<file path="src/rtl/nibble_serial_adder_if.sv">
// Request/result bundle for nibble_serial_adder: operands and Start in, status and result out.
// The Sub port exists only when SERIAL_ADDER_SUB_EN is defined.
interface nibble_serial_adder_if #(
  parameter int NIBBLES = 4
);
  localparam int W = 4 * NIBBLES;

  logic         Start;
  logic [W-1:0] A;
  logic [W-1:0] B;
  logic         Cin;
`ifdef SERIAL_ADDER_SUB_EN
  logic         Sub;
`endif
  logic         Busy;
  logic         Done;
  logic [W-1:0] F;
  logic         Cout;
  logic         Ovf;

`ifdef SERIAL_ADDER_SUB_EN
  modport master (
    output Start, A, B, Cin, Sub,
    input  Busy, Done, F, Cout, Ovf
  );
  modport slave (
    input  Start, A, B, Cin, Sub,
    output Busy, Done, F, Cout, Ovf
  );
`else
  modport master (
    output Start, A, B, Cin,
    input  Busy, Done, F, Cout, Ovf
  );
  modport slave (
    input  Start, A, B, Cin,
    output Busy, Done, F, Cout, Ovf
  );
`endif
endinterface

</file>
<file path="src/rtl/nibble_serial_adder.sv">
// Wide adder built from one 4-bit slice per clock, carry rippled through a register.
// Optional subtract mode (A + ~B + 1) enabled by defining SERIAL_ADDER_SUB_EN.
module nibble_serial_adder #(
  parameter int NIBBLES = 4
) (
  input  logic                  clk,
  input  logic                  rst_n,
  nibble_serial_adder_if.slave  bus
);
  localparam int W     = 4 * NIBBLES;
  localparam int IDX_W = (NIBBLES > 1) ? $clog2(NIBBLES) : 1;
  localparam logic [IDX_W-1:0] LAST_IDX = IDX_W'(NIBBLES - 1);

  typedef enum logic [1:0] {
    IDLE = 2'd0,
    RUN  = 2'd1,
    DONE = 2'd2
  } state_t;

  state_t           state_reg;
  logic [W-1:0]     a_op_reg;
  logic [W-1:0]     b_op_reg;
  logic [W-1:0]     sum_reg;
  logic [W-1:0]     f_reg;
  logic [IDX_W-1:0] idx_reg;
  logic             carry_reg;
  logic             cout_reg;
  logic             ovf_reg;
  logic             busy_reg;
  logic             done_reg;

  logic [W-1:0]     b_in;
  logic             cin_in;
  logic [3:0]       a_cur;
  logic [3:0]       b_cur;
  logic [4:0]       slice;
  logic             carry_into_msb;
  logic [W-1:0]     sum_next;

  // Subtraction is folded into the captured operand so the datapath stays add-only.
`ifdef SERIAL_ADDER_SUB_EN
  assign b_in   = bus.Sub ? ~bus.B : bus.B;
  assign cin_in = bus.Sub ? 1'b1   : bus.Cin;
`else
  assign b_in   = bus.B;
  assign cin_in = bus.Cin;
`endif

  always_comb begin
    a_cur = '0;
    b_cur = '0;
    for (int i = 0; i < NIBBLES; i++) begin
      if (idx_reg == IDX_W'(i)) begin
        a_cur = a_op_reg[4*i +: 4];
        b_cur = b_op_reg[4*i +: 4];
      end
    end
  end

  assign slice = {1'b0, a_cur} + {1'b0, b_cur} + {4'b0000, carry_reg};
  // Sum bit 3 = a ^ b ^ carry-in, so the carry into bit 3 falls out of an XOR.
  assign carry_into_msb = a_cur[3] ^ b_cur[3] ^ slice[3];

  generate
    for (genvar gi = 0; gi < NIBBLES; gi++) begin : g_sum_nibble
      assign sum_next[4*gi +: 4] = (idx_reg == IDX_W'(gi)) ? slice[3:0]
                                                           : sum_reg[4*gi +: 4];
    end
  endgenerate

  always_ff @(posedge clk or negedge rst_n) begin
    if (!rst_n) begin
      state_reg <= IDLE;
      a_op_reg  <= '0;
      b_op_reg  <= '0;
      sum_reg   <= '0;
      f_reg     <= '0;
      idx_reg   <= '0;
      carry_reg <= 1'b0;
      cout_reg  <= 1'b0;
      ovf_reg   <= 1'b0;
      busy_reg  <= 1'b0;
      done_reg  <= 1'b0;
    end else begin
      case (state_reg)
        IDLE, DONE: begin
          done_reg <= 1'b0;
          if (bus.Start) begin
            a_op_reg  <= bus.A;
            b_op_reg  <= b_in;
            carry_reg <= cin_in;
            sum_reg   <= '0;
            idx_reg   <= '0;
            busy_reg  <= 1'b1;
            state_reg <= RUN;
          end else begin
            state_reg <= IDLE;
          end
        end
        RUN: begin
          sum_reg   <= sum_next;
          carry_reg <= slice[4];
          idx_reg   <= idx_reg + IDX_W'(1);
          if (idx_reg == LAST_IDX) begin
            f_reg     <= sum_next;
            cout_reg  <= slice[4];
            ovf_reg   <= carry_into_msb ^ slice[4];
            busy_reg  <= 1'b0;
            done_reg  <= 1'b1;
            state_reg <= DONE;
          end
        end
        default: begin
          busy_reg  <= 1'b0;
          done_reg  <= 1'b0;
          state_reg <= IDLE;
        end
      endcase
    end
  end

  assign bus.Busy = busy_reg;
  assign bus.Done = done_reg;
  assign bus.F    = f_reg;
  assign bus.Cout = cout_reg;
  assign bus.Ovf  = ovf_reg;

endmodule

</file>
<file path="src/flat_wrapper.sv">
// flat-port wrapper written by rule: the top's interface ports become plain ports
module nibble_serial_adder_flat 
#(
  parameter int NIBBLES = 4
)
  (clk, rst_n, bus_Start, bus_A, bus_B, bus_Cin, bus_Busy, bus_Done, bus_F, bus_Cout, bus_Ovf);
  nibble_serial_adder_if #(.NIBBLES(NIBBLES)) bus_i ();
  input  logic clk;
  input  logic rst_n;
  input wire logic [$bits(bus_i.Start)-1:0] bus_Start;
  input wire logic [$bits(bus_i.A)-1:0] bus_A;
  input wire logic [$bits(bus_i.B)-1:0] bus_B;
  input wire logic [$bits(bus_i.Cin)-1:0] bus_Cin;
  output wire logic [$bits(bus_i.Busy)-1:0] bus_Busy;
  output wire logic [$bits(bus_i.Done)-1:0] bus_Done;
  output wire logic [$bits(bus_i.F)-1:0] bus_F;
  output wire logic [$bits(bus_i.Cout)-1:0] bus_Cout;
  output wire logic [$bits(bus_i.Ovf)-1:0] bus_Ovf;
  assign bus_i.Start = bus_Start;
  assign bus_i.A = bus_A;
  assign bus_i.B = bus_B;
  assign bus_i.Cin = bus_Cin;
  assign bus_Busy = bus_i.Busy;
  assign bus_Done = bus_i.Done;
  assign bus_F = bus_i.F;
  assign bus_Cout = bus_i.Cout;
  assign bus_Ovf = bus_i.Ovf;
  nibble_serial_adder #(.NIBBLES(NIBBLES)) u_core (.clk(clk), .rst_n(rst_n), .bus(bus_i));
endmodule
</file>
<file path="config.mk">
export PLATFORM = sky130hd
export DESIGN_NAME = nibble_serial_adder_flat
export DESIGN_NICKNAME = d
export VERILOG_FILES = /design/src/rtl/nibble_serial_adder_if.sv /design/src/rtl/nibble_serial_adder.sv /design/src/flat_wrapper.sv
export SDC_FILE = /design/constraint.sdc
export NUM_CORES = 1
export LEC_CHECK = 0
export CAP_MARGIN = 10
export CELL_PAD_IN_SITES_DETAIL_PLACEMENT = 1
export CELL_PAD_IN_SITES_GLOBAL_PLACEMENT = 2
export CORE_UTILIZATION = 38
export CTS_CLUSTER_DIAMETER = 50
export CTS_CLUSTER_SIZE = 12
export DETAILED_ROUTE_END_ITERATION = 8
export DONT_BUFFER_PORTS = 1
export HOLD_SLACK_MARGIN = 0.15
export PLACE_DENSITY_LB_ADDON = 0.1
export SKIP_CTS_REPAIR_TIMING = 1
export SLEW_MARGIN = 20
export SYNTH_ARGS = -nofsm -noshare
export SYNTH_HDL_FRONTEND = slang
export SYNTH_SLANG_ARGS = --single-unit
</file>
<file path="constraint.sdc">
create_clock -name clk -period 3.7 [get_ports clk]
set_input_delay 0.37 -clock clk [delete_from_list [all_inputs] [get_ports clk]]
set_output_delay 0.37 -clock clk [all_outputs]
set_load 0.01 [all_outputs]
</file>
==> results of run 1 <==
## cell families (layout without fill, tap and decap cells)
family	after synthesis	in the layout	share of synthesized area
AND/OR/NAND/NOR	160	160	0.211
flip-flops	68	68	0.532
AO/OA/AOI/OAI	65	65	0.132
buffers and inverters	30	49	0.0466
adder cells (fa/ha/maj)	9	9	0.0399
multiplexers	7	7	0.0219
XOR/XNOR	4	4	0.0157
## power by group through the flow
stage / sequential (mW) / combinational (mW) / clock, mW
final: 1.30 / 1.81 / 0.541
after global routing: 1.35 / 2.08 / 0.592
after CTS: 1.31 / 1.82 / 0.561
after detailed placement: 1.32 / 1.80 / 0
after global placement: 1.32 / 1.74 / 0
after floorplan: 1.25 / 1.41 / 0
## final cells by class
type | count | area share
Clock inverter | 2 | 0.00273
Multi-Input combinational cell | 245 | 0.369
Timing Repair Buffer | 28 | 0.0778
Inverter | 6 | 0.00683
Tap cell | 105 | 0.0358
Clock buffer | 13 | 0.0434
Sequential cell | 68 | 0.464
## worst max-delay path by stage
stage,from,cells after the start,slack [ns],end
after floorplan,u_core.idx_reg[0],12,1.04,u_core.bus.Ovf
after global placement,u_core.idx_reg[1],12,0.67,u_core.sum_reg[6]
after detailed placement,u_core.idx_reg[1],12,0.49,u_core.sum_reg[6]
after CTS,u_core.idx_reg[1],12,0.46,u_core.sum_reg[6]
after global routing,u_core.idx_reg[1],12,0.21,u_core.sum_reg[6]
final,u_core.idx_reg[1],12,0.49,u_core.sum_reg[6]
## cell usage after synthesis, types with 2 or more instances
master | count | area [um^2]
nand2_1 | 132 | 495
dfrtp_1 | 68 | 1700
buf_2 | 15 | 75.1
o21ai_0 | 14 | 70.1
a21oi_1 | 13 | 65.1
o21ai_1 | 13 | 65.1
nor2b_1 | 9 | 56.3
ha_1 | 7 | 87.6
mux2i_1 | 7 | 70.1
a22o_1 | 6 | 52.6
a32o_1 | 6 | 60.1
nand3b_1 | 6 | 45.0
clkbuf_1 | 5 | 18.8
inv_1 | 5 | 18.8
a221oi_1 | 4 | 35.0
buf_4 | 4 | 30.0
nor2_1 | 4 | 15.0
nor3b_1 | 3 | 22.5
o21ai_2 | 3 | 26.3
a21oi_2 | 2 | 17.5
fa_1 | 2 | 40.0
nand2b_1 | 2 | 12.5
nor3_1 | 2 | 10.0
o31ai_1 | 2 | 15.0
## critical path, stage by stage (launching register included)
cell and delay (ns):
dfrtp_1 0.40, inv_1 0.10, ha_1 0.52, nor2b_1 0.10, a221oi_1 0.28, nor3_1 0.08
a21oi_1 0.22, fa_1 0.24, inv_1 0.06, fa_1 0.43, xnor2_2 0.28, nor2_1 0.12
a22o_1 0.26
## through the flow
stage	instances	hold WS (ns)	util	setup slack [ns]
5_1_grt	467	0.149	0.448	0.208
4_1_cts	444	-0.304	0.417	0.464
3_5_place_dp	429	0.0759	0.397	0.487
2_1_floorplan	343	0.0744	-	1.04
3_3_place_gp	429	0.0760	0.397	0.665
6_report	467	0.136	0.448	0.488
## metal layers
| metal | track usage | share of wire | vias up |
|---|---|---|---|
| met5 | 0 | 0 | - |
| met4 | 0.0872 | 0.018 | 0 |
| met3 | 0.0405 | 0.029 | 11 |
| met2 | 0.321 | 0.50 | 46 |
| met1 | 0.240 | 0.46 | 1171 |
| li1 | - | - | 1155 |
==> summary.txt, run 1 <==
Layout
  – ANT cells: 0
  – # fillers: 955
  – Post-route cell area: around 0.0037 mm^2
  – FF/Latch Area: between 0.0015 and 0.002 mm^2
  – Proportion of layout cells with a drive suffix above 1: 0.0829
  – Area grow syn2layout: 14.7%
  – Commonest non-fill, non-tap cell in the layout: nand2_1
  – Commonest cells after routing, fill and taps aside: nand2_1 (132), dfrtp_1 (68), dlygate4sd3_1 (22)
  – NumNets Final: approximately 400
  – Multi-input logic area: between 0.001 and 0.0015 mm^2

Synthesis
  – Register area share after synthesis: 0.532
  – Syn Nets: approximately 390
  – Asr flop ratio synth: 1.00
  – Top FF cell, synth: dfrtp_1
  – Yosys warns: 0
  – Number of synthesized flops with an enable pin: 0
  – Mapped Area: 0.00320 mm^2
  – Syn Area/Cell: 9.32 um^2
  – Number of synthesized register bits: slightly below 70
  – Synth cell types: 33
  – Mapped Cells: ~340

Timing
  – Finish-stage setup viols: 0
  – Max-slew violation count: 0
  – Slew @ Worst Pin: between 0.6 and 0.7 ns
  – Setup tns final: 0 ns
  – Worst clock skew: roughly 0.0057 ns
  – Final Hold Viols: 0
  – RSZ-0062 raised after global routing: no
  – Final Critical Period: roughly 3.2 ns
  – Fmax: 311 MHz
  – Period utilization: 0.868
  – Slew headroom: 0.541

Global route
  – First-pass GRT wire length: 12.6 mm
  – Initial antenna violation count: 0
  – Largest net degree at the start of global routing: a little under 70
  – Total GRT Usage: 0.193
  – Gr ovfl total: 0
  – Number of global-route vias before repair: approximately 2500

Pwr
  – NetSw: approximately 1.6 mW
  – Reg power frac: 0.356
  – Cell Pwr Density: 998 mW/mm^2
  – Peak VDD IR: about 0.3 mV
  – Gate power share: 0.496
  – Clk network pwr share: 0.148
  – Sw Share: 0.448
  – Internal cell power: 2.02 mW
  – Total power: about 3.7 mW
  – Leakage: about 1.7 nW

Clocking
  – Buffer depth of the longest clock path: 2
  – Num CTS Buffers: 9
  – H-tree levels: 3
  – CTS clk-pin slew, worst paths: roughly 0.07 ns
  – CTS tree: yes
  – Worst skew pair latency: roughly 0.34 ns
  – Clock root cell: clkbuf_8
  – Clock Sinks: 68

Worst setup path
  – R2R depth: 12
  – Startpoint types: register
  – Worst R2R End: u_core.sum_reg[6]
  – Critical Path RT: between 3 and 4 ns
  – Critical Path Fanout Max: 16
  – Crit path DAT: 3.44 ns
  – R2R setup slack: 0.49 ns
  – CP Capture Type: register
  – R2R Path Start: u_core.idx_reg[1]
  – Crit Path Category: reg2reg

Place
  – Count of input and output buffers: 0
  – Post-DP HPWL: about 5.4 mm
  – Placer Congestion: 0.781
  – Post-placement cell area: roughly 0.0032 mm^2

Die
  – Die height: 93.7 um
  – Die W: 93.7 um
  – Die area: 0.00878 mm^2
  – Std cell rows: 33
  – # IOs: 56
  – Starting Density: 0.391
  – Core ar.: 0.00818 mm^2

Hold path
  – Hold endpoint: u_core.b_op_reg[15]
  – Worst hold stages: 2
  – Hold path start: bus_B[15]
  – Hold Crit Class: in2reg

Routing
  – Drt initial violations: 36
  – DR DRC count: 0
  – Post-Route WL: slightly below 8 mm
  – WL/cell: ~17 um
  – Antenna violation net count after detailed routing: 0
  – Drt via density: roughly 5.1
  – 1st-pass router iterations: 4
  – Via count: roughly 2400

Flow run
  – Max_cap viols: 0

Outcome
  – Outcome: complete, no violations
(Power assumes the default switching activity.)
==> run 2: changes to the inputs <==
--- a/config.mk
+++ b/config.mk
@@ -15,6 +15,7 @@
 export DONT_BUFFER_PORTS = 1
 export HOLD_SLACK_MARGIN = 0.15
 export PLACE_DENSITY_LB_ADDON = 0.1
+export REMOVE_ABC_BUFFERS = 1
 export SKIP_CTS_REPAIR_TIMING = 1
 export SLEW_MARGIN = 20
 export SYNTH_ARGS = -nofsm -noshare
==> run 2 against run 1 <==
Net effect:
- sequential cell count unchanged
- design area grew 1.5%
- clock-buffer cell count shrank 1
- combinational power is 2% lower
- hold slack gained 0.0045 ns
==> summary.txt, run 2 (synthesized netlist as in run 1, its figures left out) <==
Outcome
  – Outcome: complete, no violations

Hold path
  – Hold Crit Class: in2reg
  – Hold path start: bus_A[9]
  – Hold endpoint: u_core.a_op_reg[9]
  – Worst hold stages: 2 (unchanged)

Place
  – Post-DP HPWL: 5.02 mm (-6.4%)
  – Count of input and output buffers: 0 (unchanged)
  – Pre-CTS WS: 0.707 ns (+0.220 ns)
  – Post-placement cell area: 0.00325 mm^2 (+0.23%)
  – Placer Congestion: 0.739 (-5.4%)

Routing
  – 1st-pass router iterations: 4 (unchanged)
  – Antenna violation net count after detailed routing: 0 (unchanged)
  – WL/cell: 16.2 um (-2.7%)
  – DR DRC count: 0 (unchanged)
  – Post-Route WL: 7.61 mm (-2.2%)
  – Drt initial violations: 55 (+53%)
  – Via count: 2354 (-1.2%)
  – Drt via density: 5.02 (-1.6%)

Layout
  – Proportion of layout cells with a drive suffix above 1: 0.0879 (+0.00504)
  – Commonest cells after routing, fill and taps aside: nand2_1 (132), dfrtp_1 (68), dlygate4sd3_1 (22)
  – Commonest non-fill, non-tap cell in the layout: nand2_1
  – Area grow syn2layout: 16.4%
  – ANT cells: 0 (unchanged)
  – Post-route cell area: 0.00372 mm^2 (+1.5%)
  – NumNets Final: 404 (+0.25%)

Timing
  – Setup tns final: 0 ns (unchanged)
  – Period utilization: 0.803 (-0.0649)
  – Worst clock skew: 0.00898 ns (+0.00332 ns)
  – Final Hold Viols: 0 (unchanged)
  – Slew headroom: 0.502 (-0.0385)
  – Fmax: 336 MHz (+8.1%)
  – Final Critical Period: 2.97 ns (-0.240 ns)
  – Slew @ Worst Pin: 0.745 ns (+0.0576 ns)
  – Finish-stage setup viols: 0 (unchanged)
  – RSZ-0062 raised after global routing: no
  – Max-slew violation count: 0 (unchanged)
  – Setup ws final: 0.728 ns (+0.240 ns)

Worst setup path
  – R2R Path Start: u_core.idx_reg[1]
  – Startpoint types: register
  – Crit path DAT: 3.19 ns (-0.25 ns)
  – R2R depth: 13 (+1)
  – Critical Path Fanout Max: 10 (-6)
  – Crit Path Category: reg2reg
  – R2R setup slack: 0.73 ns (+0.24 ns)
  – CP Capture Type: register
  – Critical Path RT: 3.92 ns (about the same)
  – Worst R2R End: u_core.bus.Ovf

Flow run
  – Max_cap viols: 0 (unchanged)

Clocking
  – H-tree levels: 3 (unchanged)
  – Clock root cell: clkbuf_8
  – Buffer depth of the longest clock path: 2 (unchanged)
  – CTS clk-pin slew, worst paths: 0.07 ns (about the same)
  – Clock Sinks: 68 (unchanged)
  – Worst skew pair latency: 0.34 ns (about the same)
  – Num CTS Buffers: 9 (unchanged)
  – CTS tree: yes

Die
  – Starting Density: 0.391 (unchanged)
  – Std cell rows: 33 (unchanged)
  – Core ar.: 0.00818 mm^2 (unchanged)
  – Die W: 93.7 um (unchanged)
  – Die area: 0.00878 mm^2 (unchanged)
  – Die height: 93.7 um (unchanged)
  – # IOs: 56 (unchanged)

Global route
  – Total GRT Usage: 0.183 (-0.00965)
  – Number of global-route vias before repair: 2372 (-3.4%)
  – First-pass GRT wire length: 12.0 mm (-5.2%)
  – Initial antenna violation count: 0 (unchanged)
  – Gr ovfl total: 0 (unchanged)
  – Largest net degree at the start of global routing: 69 (unchanged)

Pwr
  – Peak VDD IR: 0.304 mV (-0.30%)
  – Leakage: 1.77 nW (+1.3%)
  – Cell Pwr Density: 1010 mW/mm^2 (+1.2%)
==> run 2: cell types whose count changed in the layout (fill, tap and decap cells not counted) <==
cell        before  now
buf_4            5    6
bufinv_16        0    2
clkbuf_8        11   10
clkinv_2         2    1
clkinvlp_4       0    1
==> run 2: critical path, stage by stage (launching register included) <==
cell and delay (ns):
dfrtp_1 0.41, inv_1 0.11, ha_1 0.36, nor2b_1 0.09
a221oi_1 0.28, nor3_1 0.08, a21oi_1 0.18, fa_1 0.21
inv_1 0.05, fa_1 0.42, a21o_1 0.21, a21oi_2 0.21
xor2_1 0.17, o21ai_1 0.08
==> run 2: report_power, final <==
| part | internal, mW | switching [mW] |
|---|---|---|
| sequential | 1.06 | 0.245 |
| combinational | 0.683 | 1.09 |
| clock | 0.398 | 0.281 |
==> run 2: layer usage <==
| layer | vias to the layer above | global-route usage | share of wire |
|---|---|---|---|
| li1 | 1160 | - | - |
| met1 | 1146 | 0.257 | 0.48 |
| met2 | 40 | 0.274 | 0.48 |
| met3 | 8 | 0.0388 | 0.025 |
| met4 | 0 | 0.0769 | 0.012 |
| met5 | - | 0 | 0 |
==> run 2: through the flow <==
stage | hold WS [ns] | instances | utilization | total power [mW]
detailed placement | 0.0759 | 430 | 0.398 | 3.08
floorplan | 0.0744 | 319 | - | 2.58
finish | 0.140 | 469 | 0.455 | 3.76
CTS | -0.300 | 446 | 0.424 | 3.78
global placement | 0.0762 | 430 | 0.398 | 3.04
global route | 0.150 | 469 | 0.455 | 4.08
==> run 2: worst max path at each step <==
stage,startpoint,end,cells past startpoint
CTS,u_core.idx_reg[1],u_core.bus.Ovf,13
detailed placement,u_core.idx_reg[1],u_core.bus.Ovf,13
finish,u_core.idx_reg[1],u_core.bus.Ovf,13
floorplan,u_core.idx_reg[1],u_core.bus.Ovf,13
global placement,u_core.idx_reg[1],u_core.bus.Ovf,13
global route,u_core.idx_reg[1],u_core.sum_reg[6],12
==> run 2: area by class of cell <==
class,instances,area (um^2)
clock buffers,12,145
clock inverters,4,72.6
fillers,940,4450
inverters,6,25.0
multi-input cells,245,1350
flip-flops and latches,68,1700
well taps,105,131
repair buffers,29,293
